**src/rtl/branch_resolve.sv**
```systemverilog
// rtl/branch_resolve.sv - branch condition evaluation, flag-wait stall and registered redirect/flush; optional counters under BRANCH_STATS_EN
module branch_resolve #(
  parameter int PC_W  = 16,
  parameter int IMM_W = 9
) (
  input  logic             clk,
  input  logic             rst,
  input  logic             br_valid,
  input  logic             br_reg,
  input  logic [2:0]       cond,
  input  logic [IMM_W-1:0] imm,
  input  logic [PC_W-1:0]  pc_plus2,
  input  logic [PC_W-1:0]  rs_data,
  input  logic             flags_pending,
  input  logic             Z,
  input  logic             V,
  input  logic             N,
  output logic             stall,
  output logic             redirect,
  output logic             flush,
  output logic [PC_W-1:0]  redirect_pc,
  output logic             resolved,
`ifdef BRANCH_STATS_EN
  output logic [15:0]      stat_taken,
  output logic [15:0]      stat_not_taken,
  output logic [15:0]      stat_stall_cycles,
`endif
  output logic             taken
);

  localparam logic [2:0] COND_ALWAYS = 3'b111;

  typedef enum logic [1:0] {IDLE, WAIT_FLAGS, REDIRECT} state_t;

  state_t            state_q, state_d;
  logic              br_reg_q, br_reg_d;
  logic [2:0]        cond_q, cond_d;
  logic [IMM_W-1:0]  imm_q, imm_d;
  logic [PC_W-1:0]   pc_plus2_q, pc_plus2_d;
  logic [PC_W-1:0]   rs_data_q, rs_data_d;
  logic              redirect_q, redirect_d;
  logic              flush_q, flush_d;
  logic              resolved_q, resolved_d;
  logic              taken_q, taken_d;
  logic [PC_W-1:0]   redirect_pc_q, redirect_pc_d;
  logic              stall_c;

  logic              eval;
  logic              use_br_reg;
  logic [2:0]        use_cond;
  logic [IMM_W-1:0]  use_imm;
  logic [PC_W-1:0]   use_pc;
  logic [PC_W-1:0]   use_rs;
  logic [PC_W-1:0]   imm_ext;
  logic [PC_W-1:0]   target;

  function automatic logic cond_met(input logic [2:0] c, input logic z, input logic v, input logic n);
    case (c)
      3'b000:  cond_met = !z;
      3'b001:  cond_met = z;
      3'b010:  cond_met = !z && !n;
      3'b011:  cond_met = n;
      3'b100:  cond_met = z || (!z && !n);
      3'b101:  cond_met = n || z;
      3'b110:  cond_met = v;
      default: cond_met = 1'b1;
    endcase
  endfunction

  // Next-state, capture, stall and registered-output computation.
  always_comb begin
    state_d       = state_q;
    br_reg_d      = br_reg_q;
    cond_d        = cond_q;
    imm_d         = imm_q;
    pc_plus2_d    = pc_plus2_q;
    rs_data_d     = rs_data_q;
    redirect_d    = 1'b0;
    flush_d       = 1'b0;
    resolved_d    = 1'b0;
    taken_d       = 1'b0;
    redirect_pc_d = redirect_pc_q;
    stall_c       = 1'b0;
    eval          = 1'b0;
    use_br_reg    = br_reg;
    use_cond      = cond;
    use_imm       = imm;
    use_pc        = pc_plus2;
    use_rs        = rs_data;

    case (state_q)
      IDLE: begin
        if (br_valid) begin
          if (!flags_pending || cond == COND_ALWAYS) begin
            eval = 1'b1;
          end else begin
            br_reg_d   = br_reg;
            cond_d     = cond;
            imm_d      = imm;
            pc_plus2_d = pc_plus2;
            rs_data_d  = rs_data;
            stall_c    = 1'b1;
            state_d    = WAIT_FLAGS;
          end
        end
      end
      WAIT_FLAGS: begin
        // Decode is frozen; only the captured branch and live flags matter.
        use_br_reg = br_reg_q;
        use_cond   = cond_q;
        use_imm    = imm_q;
        use_pc     = pc_plus2_q;
        use_rs     = rs_data_q;
        if (flags_pending) begin
          stall_c = 1'b1;
        end else begin
          eval = 1'b1;
        end
      end
      REDIRECT: begin
        // br_valid here is the wrong-path instruction being flushed.
        state_d = IDLE;
      end
      default: begin
        state_d = IDLE;
      end
    endcase

    imm_ext = {{(PC_W - IMM_W){use_imm[IMM_W-1]}}, use_imm};
    target  = use_br_reg ? use_rs : (use_pc + {imm_ext[PC_W-2:0], 1'b0});

    if (eval) begin
      resolved_d = 1'b1;
      if (cond_met(use_cond, Z, V, N)) begin
        taken_d       = 1'b1;
        redirect_d    = 1'b1;
        flush_d       = 1'b1;
        redirect_pc_d = target;
        state_d       = REDIRECT;
      end else begin
        state_d = IDLE;
      end
    end
  end

  // State, captured branch fields and registered outputs.
  always_ff @(posedge clk) begin
    if (rst) begin
      state_q       <= IDLE;
      br_reg_q      <= 1'b0;
      cond_q        <= 3'b000;
      imm_q         <= '0;
      pc_plus2_q    <= '0;
      rs_data_q     <= '0;
      redirect_q    <= 1'b0;
      flush_q       <= 1'b0;
      resolved_q    <= 1'b0;
      taken_q       <= 1'b0;
      redirect_pc_q <= '0;
    end else begin
      state_q       <= state_d;
      br_reg_q      <= br_reg_d;
      cond_q        <= cond_d;
      imm_q         <= imm_d;
      pc_plus2_q    <= pc_plus2_d;
      rs_data_q     <= rs_data_d;
      redirect_q    <= redirect_d;
      flush_q       <= flush_d;
      resolved_q    <= resolved_d;
      taken_q       <= taken_d;
      redirect_pc_q <= redirect_pc_d;
    end
  end

  assign stall       = stall_c && !rst;
  assign redirect    = redirect_q;
  assign flush       = flush_q;
  assign resolved    = resolved_q;
  assign taken       = taken_q;
  assign redirect_pc = redirect_pc_q;

`ifdef BRANCH_STATS_EN
  logic [15:0] stat_taken_q, stat_taken_d;
  logic [15:0] stat_not_taken_q, stat_not_taken_d;
  logic [15:0] stat_stall_q, stat_stall_d;

  // Saturating counters for resolution outcomes and stall cycles.
  always_comb begin
    stat_taken_d     = stat_taken_q;
    stat_not_taken_d = stat_not_taken_q;
    stat_stall_d     = stat_stall_q;
    if (resolved_q && taken_q && stat_taken_q != 16'hFFFF) begin
      stat_taken_d = stat_taken_q + 16'd1;
    end
    if (resolved_q && !taken_q && stat_not_taken_q != 16'hFFFF) begin
      stat_not_taken_d = stat_not_taken_q + 16'd1;
    end
    if (stall && stat_stall_q != 16'hFFFF) begin
      stat_stall_d = stat_stall_q + 16'd1;
    end
  end

  // Counter registers.
  always_ff @(posedge clk) begin
    if (rst) begin
      stat_taken_q     <= '0;
      stat_not_taken_q <= '0;
      stat_stall_q     <= '0;
    end else begin
      stat_taken_q     <= stat_taken_d;
      stat_not_taken_q <= stat_not_taken_d;
      stat_stall_q     <= stat_stall_d;
    end
  end

  assign stat_taken        = stat_taken_q;
  assign stat_not_taken    = stat_not_taken_q;
  assign stat_stall_cycles = stat_stall_q;
`endif

endmodule
```
**config.mk**
```make
export PLATFORM = sky130hd
export DESIGN_NAME = branch_resolve
export DESIGN_NICKNAME = d
export VERILOG_FILES = /design/src/rtl/branch_resolve.sv
export SDC_FILE = /design/constraint.sdc
export NUM_CORES = 1
export LEC_CHECK = 0
export ABC_AREA = 1
export CAP_MARGIN = 10
export CORE_UTILIZATION = 45
export DETAILED_ROUTE_END_ITERATION = 6
export GPL_ROUTABILITY_DRIVEN = 0
export PLACE_DENSITY = 0.76
export SLEW_MARGIN = 0
export SYNTH_ARGS = -nofsm -noshare
export SYNTH_HDL_FRONTEND = slang
export SYNTH_SLANG_ARGS = --single-unit
export TNS_END_PERCENT = 30
```
**constraint.sdc**
```tcl
create_clock -name clk -period 2.8 [get_ports clk]
set_input_delay 0.56 -clock clk [delete_from_list [all_inputs] [get_ports clk]]
set_output_delay 0.56 -clock clk [all_outputs]
set_load 0.05 [all_outputs]
```
==> results of run 1 <==
==> synthesized netlist by cell type, types with 6 or more instances <==
master    number
a21oi_1       47
clkbuf_1      19
dfxtp_1       65
ha_1          12
inv_1         46
nand2_1      153
nand2_2       10
nand3_1       20
nor2_1        95
o21ai_0       68
o21ai_1        6
xnor2_1        6
==> metrics by stage <==
stage | power (W) | setup TNS [ns] | cells
after floorplan | 0.00160 | 0 | 599
after global placement | 0.00182 | -0.0711 | 758
after detailed placement | 0.00184 | -0.284 | 758
after CTS | 0.00281 | 0 | 774
after global routing | 0.00295 | 0 | 774
final | 0.00280 | 0 | 774
==> final timing paths <==
| path | end | slack (ns) |
|---|---|---|
| setup / recovery | redirect_pc[13] | 0.23 |
| hold / removal | rs_data_q[11] | 0.45 |
| setup reg to reg | redirect_pc[13] | 0.23 |
| hold reg to reg | rs_data_q[11] | 0.45 |
==> logic make-up (layout without fill, tap and decap cells) <==
kind of cell,count (synthesis),after routing
AOI/OAI and AO/OA,136,136
xor gates and xnor gates,7,7
adders and majority gates,13,13
buffers and inverters,84,154
DFF,65,65
and+or+nand+nor,294,294
==> registers in the layout (all words and copies together), names as in the netlist <==
signal / count
br_reg_q: 1
cond_q: 3
imm_q: 9
pc_plus2_q: 16
redirect_pc: 16
resolved: 1
rs_data_q: 16
state_q: 2
taken: 1
==> final cells by class <==
class	count	area, sq um	share of cell area (%)
Inverter	51	191	3.93
Tap cell	105	131	2.70
Clock buffer	11	131	2.70
Clock inverter	5	104	2.13
Timing Repair Buffer	87	835	17.1
Sequential cell	65	1300	26.8
Multi-Input combinational cell	450	2170	44.6
==> where the power goes <==
part	total [W]	internal [W]	switching, W
sequential	0.00104	0.00100	0.0000361
clock	0.000965	0.000593	0.000372
combinational	0.000796	0.000316	0.000480
==> metal layers <==
| metal | GRT usage, % | vias to the layer above | part of all wire (%) |
|---|---|---|---|
| met4 | 7.82 | 0 | 1.1 |
| met1 | 28.6 | 1821 | 45 |
| li1 | - | 2046 | - |
| met2 | 39.1 | 121 | 48 |
| met3 | 5.64 | 11 | 5.3 |
| met5 | 0 | - | 0 |
==> critical path, delay by kind of cell (launching register included) <==
family / cells / cell delay (ns)
buf+inv: 2 / 0.14
fa+ha+maj: 2 / 0.58
flops: 1 / 0.42
compound gates: 2 / 0.31
simple gates: 12 / 1.06
==> run_results.csv, run 1 <==
group,metric,value,unit
global_routing,grt_max_degree,50,
logic_synthesis,synth_area,3840,sq um
routing,wirelength,9.80,mm
logic_synthesis,synthFlopType,"dfxtp_1",
clock_network,cts_setup_buffers,0,
sta,rsz0062_at_grt,"false",
global_routing,grt_pass1_vias,3701,
logic_synthesis,synth_compound_area_share,18.9,%
pwr,ir_drop,0.000334,V
clock_network,cts.clk_slew.worst_paths,0.07,ns
clock_network,cts_inserted_buffers,9,
sta,whs,0.449,ns
layout,mostFrequentLayoutCells,"nand2_1, nor2_1, clkdlybuf4s50_1",
routing,wire_per_inst,12.7,microns
critical_path,worstSetupEndpointType,"flop",
layout,diodes,0,
logic_synthesis,synth_simple_gate_area_share,31.5,%
floorplan,num_rows,33,
critical_path,worstSetupPathType,"flop to flop",
placement,post-dp-hpwl,6.82,mm
logic_synthesis,synth_mux_area_share,0,%
floorplan,num_io_pins,73,
clock_network,ctsHoldBuffers,0,
sta,final_max_slew_viol_count,0,
layout,n_fill_cell,789,
layout,final_common_cell,"nand2_1",
global_routing,grt_pass1_wl,16.2,mm
critical_path,critPathLaunchType,"flop",
clock_network,cts_resized,0,
logic_synthesis,synth_xor_area_share,1.60,%
pwr,p_per_area,574,nW/um^2
sta,setup_viol,0,
logic_synthesis,yosys.cell_types.count,36,
critical_path,crit_path_frequent_cell,"nand2_1",
sta,fin_crit_sh,91.9,%
logic_synthesis,synthAdderAreaFrac,4.43,%
logic_synthesis,synth_top_area_cell,"dfxtp_1",
job,drv_cap,0,
routing,vias,3999,
logic_synthesis,synth.net_count,664,
sta,worstMarginPinSlew,0.522,ns
logic_synthesis,netlist.area_leader.share,33.9,%
clock_network,cts_root_buffer,"clkbuf_8",
layout,syn2layout_area_growth,26.9,%
floorplan,coreArea,8220,sq um
layout,final_core_util,59.3,%
critical_path,worstReg2RegStart,"state_q[0]",
floorplan,initial_core_util,46.7,%
floorplan,die_w,94.4,microns
logic_synthesis,synth-seq-area-share,33.9,%
sta,finalClockSkew,0.00968,ns
layout,nNetsFinal,729,
routing,via_per_inst,5.17,
critical_path,cp.arrival,2.85,ns
logic_synthesis,yosysWarnings,0,
critical_path,worstSetupStartpoint,"state_q[0]",
global_routing,grt_antenna_before_repair,0,
clock_network,max-clock-path-buffers,2,
critical_path,worst-path-max-fanout,4,
routing,drt.antenna.violating_nets,0,
logic_synthesis,synth_top_family_by_area,"simple AND/OR/NAND/NOR gates",
logic_synthesis,synthTopCellsByArea,"dfxtp_1, nand2_1, nor2_1",
sta,relSlewSlack,65.1,%
global_routing,gr-total-overflow,0,
placement,portBuffers,72,
clock_network,insertion_delay,0.34,ns
clock_network,cts_tree,"done",
placement,pre_cts_ws,-0.0965,ns
critical_path,r2r_cells,18,
floorplan,dieArea,8900,sq um
logic_synthesis,synth-async-reset-ratio,0,%
clock_network,h-tree-depth,3,
status,run_status,"finished, final reports clean",
logic_synthesis,synth_cells,599,
sta,hold_viol,0,
logic_synthesis,yosys_register_bits,65,
sta,setup_ws,0.227,ns
global_routing,track_usage,23.1,%
clock_network,cts.sinks,65,
hold_path,hold_path_depth,2,
routing,first_pass_iters,4,
critical_path,slowest_stage,"dfxtp_2",
floorplan,die_y,94.4,microns
placement,dpl_cell_area,4620,sq um
critical_path,cp_cell_sequence,"inv_2, nor2_4, nand2_1, nand2_1, ha_1, inv_1, fa_1, o21ai_1, nand3_1, nand2_1, nand3_2, nand2_2, nand2_1, nand2_1, nand2_1, nand3_1, nand2_1, a21oi_1",
layout,final_area,4870,sq um
layout,layout-drive-gt1-share,8.67,%
routing,drc,0,
sta,fmax,0.389,GHz
routing,first_iter_violations,203,
critical_path,cp_slowest_stage_delay,0.42,ns
logic_synthesis,synth-edff-count,0,
pwr,p_leak,2.25,nW
logic_synthesis,syn_area_per_cell,6.41,sq um
sta,fin_crit,2.57,ns
hold_path,hold_class,"flop to flop",
critical_path,crit_required,3.08,ns
hold_path,min_from,"rs_data_q[11]",
No activity file was read; power rests on OpenSTA's default activity.
==> inputs of run 2 (changes only) <==
GPL_TIMING_DRIVEN = 0   (was default)
==> run 2 against run 1 <==
Net effect:
- non-clock buffer count grew 34
- sequential power hardly changed
- largest cell class unchanged
- final area rose by 7.7%
- clock power fell by 4.2%
==> run_results.csv, run 2 (synthesis results as in run 1) <==
group,metric,value,unit
floorplan,coreArea,8220,sq um
sta,setup_tns,0,ns
clock_network,cts_inserted_buffers,9,
clock_network,cts.sinks,65,
global_routing,grt_max_degree,20,
critical_path,slowest_stage,"fa_2",
sta,final_max_slew_viol_count,0,
layout,final_core_util,63.9,%
layout,n_fill_cell,726,
layout,nNetsFinal,763,
layout,regArea,1310,sq um
pwr,p_seq_share,36.1,%
critical_path,crit_family,"simple AND/OR/NAND/NOR gates",
routing,via_per_inst,5.33,
critical_path,worst-path-max-fanout,7,
pwr,p_clk_share,32.2,%
layout,layout-drive-gt1-share,13.7,%
global_routing,grt_pass1_vias,3760,
layout,mostFrequentLayoutCells,"nand2_1, nor2_1, clkdlybuf4s50_1",
sta,relSlewSlack,62.8,%
clock_network,insertion_delay,0.34,ns
critical_path,critPathLaunchType,"flop",
global_routing,grt_antenna_before_repair,0,
critical_path,cp.arrival,2.96,ns
global_routing,track_usage,25.8,%
layout,multi_input_area,2250,sq um
critical_path,worstSetupPathType,"flop to flop",
critical_path,cp_cell_sequence,"buf_6, nor2_4, buf_8, clkbuf_16, nand2_1, nand2_1, ha_2, inv_2, fa_2, o21ai_2, nand3_2, nand2_2, nand3_2, nand2_4, nand2_2, nand2_1, nand2_1, nand3_1, nand2_1, a21oi_2",
sta,finalClockSkew,0.00914,ns
pwr,p_per_area,546,nW/um^2
layout,diodes,0,
pwr,ir_drop,0.000305,V
placement,portBuffers,72,
pwr,total_power,0.00287,W
layout,final_common_cell,"nand2_1",
clock_network,h-tree-depth,3,
routing,drt.antenna.violating_nets,0,
layout,final_area,5250,sq um
layout,syn2layout_area_growth,36.7,%
placement,post-dp-hpwl,7.90,mm
sta,fin_crit_sh,95.9,%
routing,wire_per_inst,14.1,microns
floorplan,die_y,94.4,microns
sta,hold_viol,0,
floorplan,die_w,94.4,microns
floorplan,initial_core_util,46.7,%
critical_path,worstSetupEndpointType,"flop",
floorplan,num_rows,33,
routing,vias,4309,
global_routing,grt_pass1_wl,17.8,mm
floorplan,num_io_pins,73,
routing,wirelength,11.4,mm
clock_network,cts_root_buffer,"clkbuf_8",
pwr,internal_power,0.00190,W
pwr,combinationalPowerShare,31.7,%
clock_network,max-clock-path-buffers,2,
sta,setup_viol,0,
hold_path,hold_class,"flop to flop",
pwr,swShare,33.8,%
critical_path,crit_path_frequent_cell,"nand2_1",
global_routing,gr-total-overflow,0,
clock_network,cts_tree,"done",
routing,first_pass_iters,5,
pwr,p_leak,2.41,nW
critical_path,crit_buf_inv,4,
sta,worstMarginPinSlew,0.558,ns
floorplan,dieArea,8900,sq um
placement,dpl_cell_area,4710,sq um
critical_path,crit_required,3.08,ns
critical_path,cp_slowest_stage_delay,0.37,ns
job,drv_cap,0,
clock_network,cts.clk_slew.worst_paths,0.08,ns
clock_network,ctsHoldBuffers,0,
routing,first_iter_violations,329,
sta,fmax,0.372,GHz
routing,drc,0,
sta,fin_crit,2.69,ns
pwr,switching_power,0.000968,W
status,run_status,"finished, final reports clean",
[run 2: cell count changes in the layout (fill, tap and decap cells not counted), moves of 4 or more]
| cell | previous run | this run |
|---|---|---|
| nand2_2 | 10 | 14 |
| buf_6 | 1 | 5 |
| clkbuf_1 | 2 | 16 |
| buf_4 | 15 | 20 |
| nand2_1 | 153 | 147 |
[run 2: power groups by stage]
stage	Combinational [W]	Clock, W	Sequential (W)
after floorplan	0.000471	0	0.00113
after global placement	0.000793	0	0.00105
after detailed placement	0.000807	0	0.00105
after CTS	0.000833	0.000928	0.00103
after global routing	0.000997	0.000973	0.00104
final	0.000908	0.000924	0.00103
[run 2: area by class of cell]
cell class / instances / share of cell area, %
buffer: 28 / 4.15
clock buffer: 10 / 2.62
clock inverter: 6 / 1.72
inverter: 51 / 3.77
multi-input combinational: 450 / 42.8
sequential: 65 / 24.9
tap: 105 / 2.50
timing repair buffer: 93 / 17.5
[run 2: per-layer routing]
layer | global-route usage (%) | share of wire (%)
met3 | 3.38 | 6.3
met4 | 7.95 | 2.2
met1 | 34.9 | 45
met5 | 0 | 0
met2 | 42.5 | 47
[run 2: per-stage QoR]
step                instances  setup slack, ns  hold WS (ns)
finish                    808            0.114         0.459
global route              808          -0.0346         0.475
CTS                       795          0.00548         0.459
detailed placement        776           -0.958         0.447
global placement          776            -1.03         0.433
floorplan                 599          0.00406         0.425
[run 2: worst register-to-register path, stage by stage (launching register included)]
cell	delay [ns]
dfxtp_4	0.36
buf_6	0.11
nor2_4	0.12
buf_8	0.14
clkbuf_16	0.15
nand2_1	0.05
nand2_1	0.07
ha_2	0.18
inv_2	0.04
fa_2	0.37
o21ai_2	0.20
nand3_2	0.12
nand2_2	0.09
nand3_2	0.08
nand2_4	0.10
nand2_2	0.06
nand2_1	0.08
nand2_1	0.07
nand3_1	0.08
nand2_1	0.06
a21oi_2	0.11
[run 2: path summary, 6_finish.rpt]
| path | slack [ns] | cells after the start | end | start |
|---|---|---|---|---|
| max | 0.11 | 20 | redirect_pc[13] | state_q[1] |
| min | 0.46 | 2 | rs_data_q[8] | rs_data_q[8] |
| max reg2reg | 0.11 | 20 | redirect_pc[13] | state_q[1] |
| min reg2reg | 0.46 | 2 | rs_data_q[8] | rs_data_q[8] |
[run 2: repair_timing]
item | CTS | global route
buffers inserted | 6 | 14
endpoints found under the setup margin | 11 | 10
resized for setup | 19 | 30
cloned | 0 | 1
pin swaps | 4 | 14
==> inputs of run 3 (changes only) <==
CORE_UTILIZATION = 30   (was 45)
PLACE_DENSITY = 0.56   (was 0.76)
==> run 3 against run 2 <==
Net effect:
- first-iteration DRC count down 32%
- die area rose by 49%
- maximum frequency up 0.60%
- critical path depth decreased by 14
- sequential cell count did not move
- clock power up 16%
==> run_results.csv, run 3 (synthesis results as in run 1) <==
group,metric,value,unit
critical_path,worst-path-max-fanout,7,
sta,relSlewSlack,63.0,%
floorplan,die_y,115,microns
global_routing,gr-total-overflow,0,
routing,first_pass_iters,4,
critical_path,cp_slowest_stage_delay,0.54,ns
floorplan,initial_core_util,31.3,%
sta,rsz0062_at_grt,"true",
layout,nNetsFinal,761,
pwr,p_leak,2.41,nW
pwr,p_clk_share,35.8,%
pwr,internal_power,0.00200,W
job,drv_cap,0,
sta,whs,0.455,ns
global_routing,grt_pass1_wl,19.1,mm
global_routing,grt_pass1_vias,3842,
placement,portBuffers,72,
floorplan,coreArea,12300,sq um
routing,drt.antenna.violating_nets,0,
sta,final_max_slew_viol_count,0,
layout,regArea,1310,sq um
pwr,p_seq_share,34.6,%
floorplan,die_w,115,microns
critical_path,worstSetupEndpointType,"primary output",
clock_network,max-clock-path-buffers,2,
sta,fmax,0.375,GHz
clock_network,cts_inserted_buffers,9,
layout,layout-drive-gt1-share,12.4,%
sta,fin_crit_sh,95.4,%
floorplan,num_rows,40,
layout,final_core_util,43.4,%
floorplan,num_io_pins,73,
pwr,swShare,32.9,%
routing,drc,0,
clock_network,cts_tree,"done",
hold_path,hold_class,"flop to flop",
layout,n_fill_cell,1280,
layout,mostFrequentLayoutCells,"nand2_1, nor2_1, clkdlybuf4s50_1",
routing,via_per_inst,4.77,
layout,final_common_cell,"nand2_1",
layout,syn2layout_area_growth,38.7,%
critical_path,cp.arrival,2.11,ns
clock_network,insertion_delay,0.34,ns
routing,wirelength,12.0,mm
global_routing,track_usage,18.8,%
sta,worstMarginPinSlew,0.554,ns
placement,post-dp-hpwl,8.75,mm
clock_network,cts_root_buffer,"clkbuf_16",
critical_path,worstSetupPathType,"input port to primary output",
critical_path,critPathLaunchType,"input port",
routing,vias,4148,
critical_path,cp_cell_sequence,"clkdlybuf4s50_1, o31ai_2, nor2_4, clkinvlp_4, a21oi_1, clkbuf_4",
floorplan,dieArea,13300,sq um
sta,fin_crit,2.67,ns
pwr,combinationalPowerShare,29.6,%
routing,wire_per_inst,13.8,microns
sta,setup_viol,0,
routing,first_iter_violations,225,
global_routing,grt_antenna_before_repair,1,
layout,multi_input_area,2210,sq um
clock_network,cts.sinks,65,
pwr,switching_power,0.000984,W
pwr,p_per_area,561,nW/um^2
status,run_status,"finished, final reports clean",
pwr,ir_drop,0.000337,V
clock_network,h-tree-depth,3,
layout,diodes,0,
sta,finalClockSkew,0.0122,ns
critical_path,crit_required,2.24,ns
global_routing,grt_max_degree,20,
sta,hold_viol,0,
critical_path,slowest_stage,"clkdlybuf4s50_1",
clock_network,cts.clk_slew.worst_paths,0.05,ns
## run 3: path summary, 6_finish.rpt
kind,from,end,slack [ns],depth (start not counted)
worst max-delay path,flags_pending,stall,0.13,6
worst min-delay path,pc_plus2_q[2],pc_plus2_q[2],0.45,2
worst max register to register,state_q[1],redirect_pc[15],0.14,20
worst min register to register,pc_plus2_q[2],pc_plus2_q[2],0.45,2
## run 3: timing repair
| action | 4_1_cts | 5_1_grt |
|---|---|---|
| endpoints found under the setup margin | 13 | 10 |
| setup buffers | 8 | 9 |
| pin swaps | 3 | 8 |
| cloned | 0 | 1 |
| hold buffers | 0 | 0 |
| hold endpoints to repair | 0 | 0 |
| resized for setup | 25 | 16 |
## run 3: critical path: cells and delay by family
kind	cells	cell delay, ns
compound gates	2	0.29
buf+inv	3	0.99
simple gates	1	0.25
## run 3: metal layers
| metal | global-route usage (%) | routed length, microns |
|---|---|---|
| met1 | 24.7 | 5690 |
| met2 | 30.8 | 5390 |
| met3 | 4.38 | 720 |
| met4 | 5.28 | 154 |
| met5 | 0 | 13 |
## run 3: per-stage QoR
| step | instance area, sq um | setup WS [ns] | setup TNS (ns) | cells | power, W |
|---|---|---|---|---|---|
| 4_1_cts | 5190 | 0.0166 | 0 | 860 | 0.00297 |
| 5_1_grt | 5330 | -0.0297 | -0.0408 | 869 | 0.00314 |
| 3_5_place_dp | 4780 | -1.08 | -5.27 | 839 | 0.00188 |
| 6_report | 5330 | 0.130 | 0 | 869 | 0.00299 |
| 2_1_floorplan | 3850 | 0.00406 | 0 | 599 | 0.00160 |
| 3_3_place_gp | 4780 | -1.10 | -5.17 | 839 | 0.00187 |
## run 3: cell type report
class                      instances  area share [%]
multi-input combinational        450            41.5
clock buffer                      11            4.75
buffer                            29            4.46
timing repair buffer              90            16.6
inverter                          51            3.71
tap                              168            3.95
sequential                        65            24.5
clock inverter                     5           0.564
## run 3: power by group through the flow
| stage | clock [W] | combinational [W] | sequential [W] |
|---|---|---|---|
| after floorplan | 0 | 0.000471 | 0.00113 |
| after global placement | 0 | 0.000816 | 0.00105 |
| after detailed placement | 0 | 0.000823 | 0.00105 |
| after CTS | 0.00109 | 0.000854 | 0.00103 |
| after global routing | 0.00112 | 0.000977 | 0.00104 |
| final | 0.00107 | 0.000884 | 0.00103 |
